$ cat config.mk
export PLATFORM = sky130hd
export DESIGN_NAME = axis_pkt_fifo
export DESIGN_NICKNAME = d
export VERILOG_FILES = /design/src/rtl/axis_pkt_fifo_pkg.sv /design/src/rtl/axis_pkt_fifo_mem.sv /design/src/rtl/axis_pkt_fifo.sv
export SDC_FILE = /design/constraint.sdc
export NUM_CORES = 1
export LEC_CHECK = 0
export CAP_MARGIN = 5
export CORE_MARGIN = 3
export CORE_UTILIZATION = 60
export DETAILED_ROUTE_END_ITERATION = 7
export HOLD_SLACK_MARGIN = 0.02
export PLACE_DENSITY = 0.79
export SYNTH_ARGS = -nofsm -noshare
export SYNTH_HDL_FRONTEND = slang
export SYNTH_HIERARCHICAL = 1
export SYNTH_SLANG_ARGS = --single-unit
export TNS_END_PERCENT = 5
$ cat constraint.sdc
create_clock -name clk -period 4.3 [get_ports clk]
set_input_delay 1.075 -clock clk [delete_from_list [all_inputs] [get_ports clk]]
set_output_delay 1.075 -clock clk [all_outputs]
set_load 0.02 [all_outputs]
$ cat src/rtl/axis_pkt_fifo_pkg.sv
// Shared types and sizing helpers for the store-and-forward AXI-Stream packet FIFO.
package axis_pkt_fifo_pkg;

    localparam int DEF_DATA_W = 8;
    localparam int DEF_DEPTH  = 16;

    typedef enum logic {
        ST_ACCEPT = 1'b0,
        ST_DROP   = 1'b1
    } fifo_state_t;

    // One extra bit over the address width so full and empty are distinguishable.
    function automatic int ptr_width(input int depth);
        return $clog2(depth) + 1;
    endfunction

endpackage

$ cat src/rtl/axis_pkt_fifo_mem.sv
// {Tlast, Tdata} storage: synchronous write, combinational read.
module axis_pkt_fifo_mem #(
    parameter int DATA_W = 8,
    parameter int DEPTH  = 16
) (
    input  logic                     clk,
    input  logic                     wr_en,
    input  logic [$clog2(DEPTH)-1:0] wr_addr,
    input  logic [DATA_W:0]          wr_data,
    input  logic [$clog2(DEPTH)-1:0] rd_addr,
    output logic [DATA_W:0]          rd_data
);

    logic [DATA_W:0] mem [DEPTH];

    always_ff @(posedge clk) begin
        if (wr_en) begin
            mem[wr_addr] <= wr_data;
        end
    end

    assign rd_data = mem[rd_addr];

endmodule

$ cat src/rtl/axis_pkt_fifo.sv
// Store-and-forward packet FIFO: releases a packet only after its Tlast beat is
// stored, and discards whole any packet longer than the buffer.
//
//   state     | meaning
//   ----------+-----------------------------------------------------------
//   ST_ACCEPT | beats are written speculatively after the last committed packet
//   ST_DROP   | oversize packet rolled back; remaining beats sunk until Tlast
module axis_pkt_fifo
    import axis_pkt_fifo_pkg::*;
#(
    parameter int DATA_W = DEF_DATA_W,
    parameter int DEPTH  = DEF_DEPTH
) (
    input  logic                     clk,
    input  logic                     reset,
    input  logic [DATA_W-1:0]        s_Tdata,
    input  logic                     s_Tvalid,
    input  logic                     s_Tlast,
    output logic                     s_Tready,
    output logic [DATA_W-1:0]        m_Tdata,
    output logic                     m_Tvalid,
    output logic                     m_Tlast,
    input  logic                     m_Tready,
    output logic [$clog2(DEPTH):0]   pkt_count,
    output logic                     drop_pulse
);

    localparam int            PW       = ptr_width(DEPTH);
    localparam int            AW       = PW - 1;
    localparam logic [PW-1:0] DEPTH_P  = PW'(DEPTH);
    localparam logic [PW-1:0] OPEN_MAX = PW'(DEPTH - 1);

    fifo_state_t     state;
    logic [PW-1:0]   rd_ptr;
    logic [PW-1:0]   wr_commit;
    logic [PW-1:0]   wr_spec;
    logic [PW-1:0]   pkt_cnt_q;
    logic [PW-1:0]   used;
    logic [PW-1:0]   open_cnt;
    logic [DATA_W:0] rd_entry;
    logic            in_acc;
    logic            rd_xfer;
    logic            rd_last;
    logic            overflow;
    logic            wr_en;
    logic            commit;

    assign used     = wr_spec - rd_ptr;
    assign open_cnt = wr_spec - wr_commit;

    assign s_Tready = (state == ST_DROP) || (used < DEPTH_P);
    assign in_acc   = s_Tvalid && s_Tready;

    // A non-final beat arriving when the open packet already fills all but one
    // entry can never fit: roll back instead of writing it.
    assign overflow = (state == ST_ACCEPT) && in_acc && !s_Tlast && (open_cnt == OPEN_MAX);
    assign wr_en    = (state == ST_ACCEPT) && in_acc && !overflow;
    assign commit   = wr_en && s_Tlast;

    assign m_Tvalid = (pkt_cnt_q != '0);
    assign m_Tdata  = m_Tvalid ? rd_entry[DATA_W-1:0] : '0;
    assign m_Tlast  = m_Tvalid && rd_entry[DATA_W];
    assign rd_xfer  = m_Tvalid && m_Tready;
    assign rd_last  = rd_xfer && rd_entry[DATA_W];

    assign pkt_count = pkt_cnt_q;

    axis_pkt_fifo_mem #(
        .DATA_W (DATA_W),
        .DEPTH  (DEPTH)
    ) u_mem (
        .clk     (clk),
        .wr_en   (wr_en),
        .wr_addr (wr_spec[AW-1:0]),
        .wr_data ({s_Tlast, s_Tdata}),
        .rd_addr (rd_ptr[AW-1:0]),
        .rd_data (rd_entry)
    );

    always_ff @(posedge clk or negedge reset) begin
        if (!reset) begin
            state      <= ST_ACCEPT;
            rd_ptr     <= '0;
            wr_commit  <= '0;
            wr_spec    <= '0;
            pkt_cnt_q  <= '0;
            drop_pulse <= 1'b0;
        end else begin
            drop_pulse <= 1'b0;

            unique case (state)
                ST_ACCEPT: begin
                    if (overflow) begin
                        wr_spec <= wr_commit;
                        state   <= ST_DROP;
                    end else if (wr_en) begin
                        wr_spec <= wr_spec + 1'b1;
                        if (s_Tlast) begin
                            wr_commit <= wr_spec + 1'b1;
                        end
                    end
                end
                ST_DROP: begin
                    if (in_acc && s_Tlast) begin
                        state      <= ST_ACCEPT;
                        drop_pulse <= 1'b1;
                    end
                end
                default: state <= ST_ACCEPT;
            endcase

            if (rd_xfer) begin
                rd_ptr <= rd_ptr + 1'b1;
            end

            // Commit and Tlast read-out in the same cycle cancel out.
            if (commit && !rd_last) begin
                pkt_cnt_q <= pkt_cnt_q + 1'b1;
            end else if (rd_last && !commit) begin
                pkt_cnt_q <= pkt_cnt_q - 1'b1;
            end
        end
    end

endmodule

==> run_results.csv <==
group,metric,value,unit
drt,totalWireLength,14.0,mm
clocking,htreeDepth,4,
worst_setup_path,slowest_stage,"dfrtp_4",
grt,grt_pass1_vias,3897,
die,core.rowCount,39,
place,pre_cts_ws,0.555,ns
grt,grt_max_degree,39,
sta,hold_viol,0,
drt,wire_per_inst,22.8,µm
synth,ys_seq_area_frac,0.685,
die,fp.coreArea,11500,µm²
synth,async_flop_share,0.133,
synth,syn_area_per_cell,17.5,µm²
sta,hold_slack,0.486,ns
synth,yosys_warnings,6,
final_layout,multi_input_comb_area,2050,µm²
final_layout,num-fill-cells,716,
place,port_buffers,29,
synth,syn_nets,432,
worst_hold_path,whs_endpoint,"pkt_count[4]",
worst_setup_path,cp.arrival,2.95,ns
sta,timing.final.ws_setup,0.272,ns
run_status,outcome,"complete, no violations",
final_layout,drive_gt1_frac,0.165,
final_layout,seq_area,4880,µm²
synth,ys_ff_latch,166,
place,place.gp.congestion,0.785,
final_layout,final_cell_mix,"edfxtp_1 (144), clkdlybuf4s50_1 (29), nor2_1 (24)",
synth,netlist_instances,406,
grt,grt_pass1_wl,22.0,mm
worst_setup_path,reg2reg_to,"u_mem/mem[10][8]",
worst_setup_path,crit_chain,"buf_12 > mux4_1 > a22oi_1 > nand2_1 > and2_1 > clkdlybuf4s50_1",
worst_setup_path,crit_type,"reg -> out",
die,fp.dieH,115,µm
worst_setup_path,r2r_start,"wr_spec[0]",
clocking,clock_path_buffers,2,
worst_setup_path,cp-end-kind,"primary output",
worst_hold_path,hp-class,"reg -> reg",
clocking,cts-root-buf,"clkbuf_16",
sta,rsz0062_at_grt,"no",
die,dieArea,13200,µm²
final_layout,final_util,0.709,
clocking,clkSinkCount,166,
drt,via_count,3766,
clocking,clock_latency,0.42,ns
final_layout,num-nets-final,481,
drt,drtIter0Drc,407,
clocking,cts_buffers,17,
sta,slew_headroom,0.285,
worst_setup_path,required,3.22,ns
grt,antenna_found_initial,0,
sta,max_freq,248,MHz
drt,ant_nets,0,
sta,final-setup-viol-count,0,
clocking,tritoncts,"built",
job,drv_cap,0,
sta,period_needed,4.03,ns
die,die_w,115,µm
worst_hold_path,hp-start,"pkt_count[4]",
worst_setup_path,crit_path_max_incr_delay,0.71,ns
sta,tightestPinTransition,1.07,ns
sta,finalClockSkew,0.00672,ns
grt,overflow,0,
power,power_density,730,nW/µm²
worst_hold_path,min_path_cells,1,
power,irDropWorstVdd,0.674,mV
grt,grt_usage,0.232,
drt,drc,0,
worst_setup_path,crit_path_start_kind,"register",
worst_setup_path,r2r_cells,11,
final_layout,n_antenna_cell,0,
synth,synth.distinct_cells,45,
sta,setup_tns,0,ns
worst_setup_path,rrSetupSlack,0.85,ns
worst_setup_path,worstPathMaxFanout,23,
die,io_pins,30,
clocking,clkTransAtPathRegs,0.06,ns
final_layout,syn_to_final_growth,14.8,%
synth,ys.flop_type,"edfxtp_1",
worst_setup_path,cp-startpoint,"rd_ptr[0]",
clocking,ctsHoldBuffers,0,
drt,vias_per_cell,6.16,
place,hpwl,8.43,mm
drt,drtPass1Iterations,4,
die,initial_core_util,0.618,
synth,synth_edf_count,144,
sta,report.final.slew_viol_count,0,
sta,min_period_over_period,0.937,
synth,synth_area,7110,µm²
power,leakagePower,0.00287,µW
final_layout,layout_commonest_cell,"edfxtp_1",
[cell type report]
type                            instances  area share
Clock buffer                           18      0.0525
Clock inverter                         14      0.0185
Inverter                               12     0.00551
Multi-Input combinational cell        211       0.251
Sequential cell                       166       0.597
Tap cell                              143      0.0219
Timing Repair Buffer                   47      0.0536
[through the flow]
step	cell area [µm²]	power, µW	cells
after global placement	7590	4420	579
after CTS	8170	6010	611
after floorplan	7110	3820	406
after detailed placement	7590	4500	579
after global routing	8170	6290	611
final	8170	5960	611
[routing by layer]
layer / vias to the layer above / part of all wire / routed length, µm / global-route usage
met3: 22 / 0.073 / 1020 / 0.0611
met4: 0 / 0.022 / 300 / 0.0931
met2: 148 / 0.51 / 7080 / 0.368
met1: 1908 / 0.40 / 5550 / 0.310
li1: 1688 / - / - / -
met5: - / 0 / 0 / 0
[critical path, delay by kind of cell, from the launching register on]
kind	cells	cell delay (ns)
buf+inv	2	0.79
flops	1	0.71
mux	1	0.58
compound gates	1	0.23
simple gates	2	0.20
[state kept, by name, summed over array words and instances, names as in the netlist]
signal and cells:
pkt_count 5, wr_spec 5, u_mem/mem 144, wr_commit 5, drop_pulse 1, state 1, rd_ptr 5
[where the power goes]
| group | leakage (µW) | switching [µW] | internal, µW | total, µW |
|---|---|---|---|---|
| combinational | 0.00103 | 1170 | 1100 | 2270 |
| clock | 0.000282 | 621 | 862 | 1480 |
| sequential | 0.00156 | 225 | 1980 | 2210 |
[what timing repair did]
item	4_1_cts	5_1_grt
setup buffers	0	0
resized for setup	0	1
setup endpoints to repair	0	4
[how the worst max path moves through the flow]
| stage | end | slack [ns] | cells after the start |
|---|---|---|---|
| global route | m_Tdata[5] | 0.12 | 6 |
| floorplan | u_mem/mem[0][0] | 0.85 | 10 |
| finish | m_Tdata[0] | 0.27 | 6 |
| detailed placement | m_Tdata[5] | 0.56 | 6 |
| global placement | m_Tdata[5] | 0.60 | 6 |
| CTS | m_Tdata[5] | 0.06 | 6 |
[cell usage after synthesis, types with 4 or more instances]
cell | count | area (µm²)
a22oi_1 | 18 | 135
nor2_1 | 24 | 90.1
nand3_1 | 4 | 20.0
inv_1 | 12 | 45.0
mux2i_1 | 7 | 70.1
nand2_1 | 23 | 86.3
and2_1 | 10 | 62.6
xor2_1 | 7 | 61.3
ha_1 | 12 | 150
dfrtp_1 | 22 | 551
mux4_2 | 21 | 473
edfxtp_1 | 144 | 4320
xnor2_1 | 12 | 105
a21oi_1 | 9 | 45.0
nor3_1 | 6 | 30.0
mux4_1 | 15 | 394
o21ai_0 | 4 | 20.0
buf_2 | 4 | 20.0
buf_6 | 5 | 56.3
nand2b_1 | 7 | 43.8
[logic make-up after synthesis]
| group | count (synthesis) | synth area share |
|---|---|---|
| AOI/OAI and AO/OA | 41 | 0.0389 |
| adders and majority gates | 13 | 0.0239 |
| buffers and inverters | 29 | 0.0269 |
| and+or+nand+nor | 92 | 0.0653 |
| muxes | 46 | 0.136 |
| DFF | 166 | 0.685 |
| xor gates and xnor gates | 19 | 0.0234 |
(Power assumes the default switching activity.)
